--- config.mk ---
export PLATFORM = sky130hd
export DESIGN_NAME = absdiff_unit
export DESIGN_NICKNAME = d
export VERILOG_FILES = /design/src/rtl/absdiff_pkg.sv /design/src/rtl/absdiff_dpath.sv /design/src/rtl/absdiff_unit.sv
export SDC_FILE = /design/constraint.sdc
export NUM_CORES = 1
export LEC_CHECK = 0
export ABC_CLOCK_PERIOD_IN_PS = 6400
export BUFFER_PORTS_ARGS = -buffer_cell sky130_fd_sc_hd__buf_4
export CAP_MARGIN = 0
export CORE_ASPECT_RATIO = 1.1
export CORE_MARGIN = 4
export CORE_UTILIZATION = 55
export DETAILED_ROUTE_END_ITERATION = 8
export PLACE_DENSITY = 0.83
export SLEW_MARGIN = 30
export SYNTH_ARGS = -nofsm -noshare
export SYNTH_HDL_FRONTEND = slang
export SYNTH_SLANG_ARGS = --single-unit
--- constraint.sdc ---
create_clock -name clk -period 6.4 [get_ports clk]
set_input_delay 0.96 -clock clk [delete_from_list [all_inputs] [get_ports clk]]
set_output_delay 0.96 -clock clk [all_outputs]
set_load 0.02 [all_outputs]
--- src/rtl/absdiff_pkg.sv ---
// ============================================================================
// Module      : absdiff_pkg
// Description : Shared types and constants for the absolute-difference unit.
// Revision    : 1.0 - initial release
// ============================================================================
`default_nettype none

package absdiff_pkg;

    localparam int ABSDIFF_NBITS = 4;

    typedef enum logic [1:0] {
        IDLE = 2'd0,
        SWAP = 2'd1,
        SUB  = 2'd2,
        DONE = 2'd3
    } state_e;

    // A-register input select; bit 1 picks the difference, bit 0 picks B over the operand
    localparam logic [1:0] ASEL_LOAD = 2'd0;
    localparam logic [1:0] ASEL_SWAP = 2'd1;
    localparam logic [1:0] ASEL_SUB  = 2'd2;

endpackage

`default_nettype wire

--- src/rtl/absdiff_dpath.sv ---
// ============================================================================
// Module      : absdiff_dpath
// Description : Operand registers, 2:1 mux trees, comparator and subtractor.
//               ABSDIFF_SIGNED_EN selects a signed comparison.
// Revision    : 1.0 - initial release
// ============================================================================
`default_nettype none

module absdiff_mux2
    import absdiff_pkg::*;
(
    input  logic                     i_sel,
    input  logic [ABSDIFF_NBITS-1:0] i_in0,
    input  logic [ABSDIFF_NBITS-1:0] i_in1,
    output logic [ABSDIFF_NBITS-1:0] o_out
);
    assign o_out = i_sel ? i_in1 : i_in0;
endmodule

module absdiff_dpath
    import absdiff_pkg::*;
(
    input  logic                     clk,
    input  logic                     rst,
    input  logic [ABSDIFF_NBITS-1:0] i_in_a,
    input  logic [ABSDIFF_NBITS-1:0] i_in_b,
    input  logic [1:0]               a_sel,
    input  logic                     a_en,
    input  logic                     b_sel,
    input  logic                     b_en,
    output logic                     a_lt_b,
    output logic [ABSDIFF_NBITS-1:0] result
);

    logic [ABSDIFF_NBITS-1:0] r_a;
    logic [ABSDIFF_NBITS-1:0] r_b;
    logic [ABSDIFF_NBITS-1:0] w_diff;
    logic [ABSDIFF_NBITS-1:0] w_a_lvl0;
    logic [ABSDIFF_NBITS-1:0] w_a_next;
    logic [ABSDIFF_NBITS-1:0] w_b_next;

    // Three A sources folded into two 2:1 stages: operand/B, then that/difference
    absdiff_mux2 u_a_mux0 (
        .i_sel (a_sel[0]),
        .i_in0 (i_in_a),
        .i_in1 (r_b),
        .o_out (w_a_lvl0)
    );

    absdiff_mux2 u_a_mux1 (
        .i_sel (a_sel[1]),
        .i_in0 (w_a_lvl0),
        .i_in1 (w_diff),
        .o_out (w_a_next)
    );

    absdiff_mux2 u_b_mux (
        .i_sel (b_sel),
        .i_in0 (i_in_b),
        .i_in1 (r_a),
        .o_out (w_b_next)
    );

    always_ff @(posedge clk or negedge rst) begin
        if (!rst) begin
            r_a <= '0;
            r_b <= '0;
        end else begin
            if (a_en) r_a <= w_a_next;
            if (b_en) r_b <= w_b_next;
        end
    end

`ifdef ABSDIFF_SIGNED_EN
    assign a_lt_b = $signed(r_a) < $signed(r_b);
`else
    assign a_lt_b = r_a < r_b;
`endif

    assign w_diff = r_a - r_b;
    assign result = r_a;

endmodule

`default_nettype wire

--- src/rtl/absdiff_unit.sv ---
// ============================================================================
// Module      : absdiff_unit
// Description : Iterative 4-bit |a - b| with val/rdy streams (FSM + handshake).
//               ABSDIFF_SIGNED_EN treats operands as two's complement.
// Revision    : 1.0 - initial release
// ============================================================================
`default_nettype none

module absdiff_unit
    import absdiff_pkg::*;
(
    input  logic                     clk,
    input  logic                     rst,
    input  logic                     istream_val,
    output logic                     istream_rdy,
    input  logic [ABSDIFF_NBITS-1:0] istream_msg_a,
    input  logic [ABSDIFF_NBITS-1:0] istream_msg_b,
    output logic                     ostream_val,
    input  logic                     ostream_rdy,
    output logic [ABSDIFF_NBITS-1:0] ostream_msg
);

    state_e                   r_state;
    logic                     w_in_xfer;
    logic                     w_out_xfer;
    logic [1:0]               w_a_sel;
    logic                     w_a_en;
    logic                     w_b_sel;
    logic                     w_b_en;
    logic                     w_a_lt_b;
    logic [ABSDIFF_NBITS-1:0] w_result;

    // rst gating keeps rdy low while reset is held even though state is already IDLE
    assign istream_rdy = (r_state == IDLE) && rst;
    assign ostream_val = (r_state == DONE);
    assign ostream_msg = ostream_val ? w_result : '0;
    assign w_in_xfer   = istream_val && istream_rdy;
    assign w_out_xfer  = ostream_val && ostream_rdy;

    always_ff @(posedge clk or negedge rst) begin
        if (!rst) begin
            r_state <= IDLE;
        end else begin
            case (r_state)
                IDLE:    if (w_in_xfer) r_state <= SWAP;
                SWAP:    r_state <= SUB;
                SUB:     r_state <= DONE;
                DONE:    if (w_out_xfer) r_state <= IDLE;
                default: r_state <= IDLE;
            endcase
        end
    end

    always_comb begin
        w_a_sel = ASEL_LOAD;
        w_a_en  = 1'b0;
        w_b_sel = 1'b0;
        w_b_en  = 1'b0;
        case (r_state)
            IDLE: begin
                w_a_en = w_in_xfer;
                w_b_en = w_in_xfer;
            end
            SWAP: begin
                w_a_sel = ASEL_SWAP;
                w_b_sel = 1'b1;
                w_a_en  = w_a_lt_b;
                w_b_en  = w_a_lt_b;
            end
            SUB: begin
                w_a_sel = ASEL_SUB;
                w_a_en  = 1'b1;
            end
            default: ;
        endcase
    end

    absdiff_dpath u_dpath (
        .clk    (clk),
        .rst    (rst),
        .i_in_a (istream_msg_a),
        .i_in_b (istream_msg_b),
        .a_sel  (w_a_sel),
        .a_en   (w_a_en),
        .b_sel  (w_b_sel),
        .b_en   (w_b_en),
        .a_lt_b (w_a_lt_b),
        .result (w_result)
    );

endmodule

`default_nettype wire

==> reports/metrics.yaml <==
sta:
  grt_setup_unrepaired: "false"
  fin_tns_setup_ps: 0
  fmax_mhz: 397
  fin_crit_ps: 2520
  drv_slew: 0
  setup_violations: 0
  tightestPinTransition_ps: 591
  max_slew_margin: 0.606
  finalClockSkew_ps: 3.07
  final_hold_viol_count: 0
  post-route-period-util: 0.394
  layout_setup_ws_ps: 3880
yosys:
  synth_top_area_cell: "dfrtp_1"
  synth.top_cell.area_share: 0.311
  ys_ff_latch: 10
  ys_seq_area_frac: 0.311
  synthDistinctLibCells: 24
  ys_async_sr_fraction: 1.00
  syn_nets: 105
  avgSynthCellArea_sq_um: 9.71
  syn_area_sq_um: 806
  synthTopCellsByArea: "dfrtp_1 (31%), ha_1 (14%), mux2i_1 (9.9%)"
  ys_warn_count: 0
  synth_edf_count: 0
  synthCells: 83
  synth_ff_type: "dfrtp_1"
power:
  power_density_nw_per_um2: 558
  power_frac_seq: 0.237
  leakage_nw: 0.486
  sw_frac_of_total: 0.448
  pwr-share-comb: 0.657
  p_clk_frac: 0.107
  net-switching-power_mw: 0.241
  vdd_drop_max_uv: 290
  p_int_mw: 0.297
die:
  core.rowCount: 14
  fp.dieW_microns: 44.5
  initial_core_util: 0.582
  die_y_microns: 48.1
  coreArea_sq_um: 1380
  die_area_sq_um: 2140
  num_io_pins: 18
clock_tree:
  cts_hold_buf: 0
  numCtsBuffers: 3
  htreeDepth: 1
  cts.sinks: 10
  insertion_delay_ps: 260
  clk_path_buf_depth: 2
  clk_pin_slew_ps: 70
  ctsRootBufferMaster: "clkbuf_4"
  postCtsSetupBuffers: 0
  cts_resized: 0
  cts_tree: "yes"
routing:
  drtAntennaViolNets: 0
  drt_iter0_drc: 3
  finalWirelength_microns: 1590
  via_per_inst: 5.40
  wl_per_cell_microns: 13.6
  remaining_drc_errors: 0
  vias: 632
  dr.pass1.iters: 4
cells_and_area:
  n_fill_cell: 120
  final_cell_mix: "buf_4 (17), nand2_1 (11), dfrtp_1 (10)"
  nNetsFinal: 124
  final_common_cell: "buf_4"
  area_growth_pct: 19.6
  layout-drive-gt1-share: 0.238
  n_antenna_cell: 0
global_route:
  antenna_found_initial: 0
  busiest_layer: "met2"
  grt_max_degree: 14
  grtUsageMet2: 0.289
  grtUsageMet3: 0.0258
  grt_pass1_wl_microns: 2800
  use_met1: 0.237
  grt_usage: 0.179
  grt-ovfl-total: 0
  grt_pass1_vias: 646
worst_hold_path:
  hold_path_class: "input port to asynchronous set/reset pin"
worst_setup_path:
  slowest_delay_ps: 430
  crit_buf_inv: 1
  worstPathMaxFanout: 12
  worstSetupPathType: "flip-flop to flip-flop"
  cp-end-kind: "flip-flop"
  r2r_slack_ps: 3880
  path_cells: "inv_1 > ha_1 > fa_1 > nand3b_2 > a41oi_4 > mux2_4 > a221o_1"
  required_ps: 6550
  critPathTopFamily: "compound AO/OA/AOI/OAI gates"
  start_kind: "flip-flop"
  crit_arrival_ps: 2670
  cp_slowest_cell: "fa_1"
place:
  dpl_worst_slack_ps: 3890
  dpl.hpwl_microns: 1280
  gp_congestion: 0.809
  io_buffers: 17
status:
  outcome: "finished, final reports clean"
run:
  max_cap_viol_count: 0
power by group through the flow:
stage                     registers, mW  logic, mW  clock network (mW)
after floorplan                   0.120      0.289                   0
after global placement            0.127      0.343                   0
after detailed placement          0.129      0.355                   0
after CTS                         0.127      0.356              0.0572
after global routing              0.133      0.396              0.0608
final                             0.127      0.353              0.0573
through the flow:
stage               instance area [sq um]   util  power, mW  std cells  hold slack, ps
floorplan                             806      -      0.409         83             468
global placement                      927  0.670      0.469        113             507
detailed placement                    927  0.670      0.484        113             504
CTS                                   963  0.696      0.541        117             520
global route                          963  0.696      0.590        117             521
finish                                963  0.696      0.537        117             516
kinds of logic (layout without fill, tap and decap cells):
logic type                 count (synthesis)  after routing  share of synthesized area
adders and majority gates                 10             10                      0.165
xor gates and xnor gates                   2              2                     0.0217
buffers and inverters                     12             30                     0.0745
muxes                                     10             10                      0.132
and+or+nand+nor                           22             22                      0.138
DFF                                       10             10                      0.311
AOI/OAI and AO/OA                         17             17                      0.158
state kept, by name (all words and copies together), names as in the netlist:
name	cells
r_state	2
u_dpath.r_b	4
u_dpath.result	4
final cells by class:
type,count,area [sq um],share of cell area
inverters,9,33.8,0.0351
multi-input cells,61,495,0.514
repair buffers,17,128,0.132
well taps,16,20.0,0.0208
flip-flops and latches,10,250,0.260
clock buffers,4,36.3,0.0377
cell usage after synthesis (2+ instances only):
cell,instances
buf_6,2
ha_1,9
o21ai_0,8
inv_1,9
and2_1,5
a21oi_1,3
nor2_1,2
dfrtp_1,10
a2bb2oi_1,2
nand2_1,11
o22a_1,2
mux2i_1,8
metal layers:
metal,vias up,wire (microns)
met5,-,0
met4,0,43
met3,6,53
met2,18,793
met1,289,700
li1,319,-
worst register-to-register path, delay by kind of cell, from the launching register on:
family / cells / cell delay [ps]
DFF: 1 / 380
AOI/OAI and AO/OA: 2 / 740
adders and majority gates: 2 / 650
buffers and inverters: 1 / 60
and+or+nand+nor: 1 / 250
muxes: 1 / 340
worst paths after layout:
check	from	to	cells after the start
max	u_dpath.result[0]	u_dpath.result[3]	7
min	rst	u_dpath.r_b[3]	1
max reg2reg	u_dpath.result[0]	u_dpath.result[3]	7
min reg2reg	u_dpath.r_b[2]	u_dpath.r_b[2]	2
max in group asynchronous	rst	r_state[1]	1
min in group clk	u_dpath.r_b[2]	u_dpath.r_b[2]	2
Note: power is estimated with default switching activity, not from simulation.
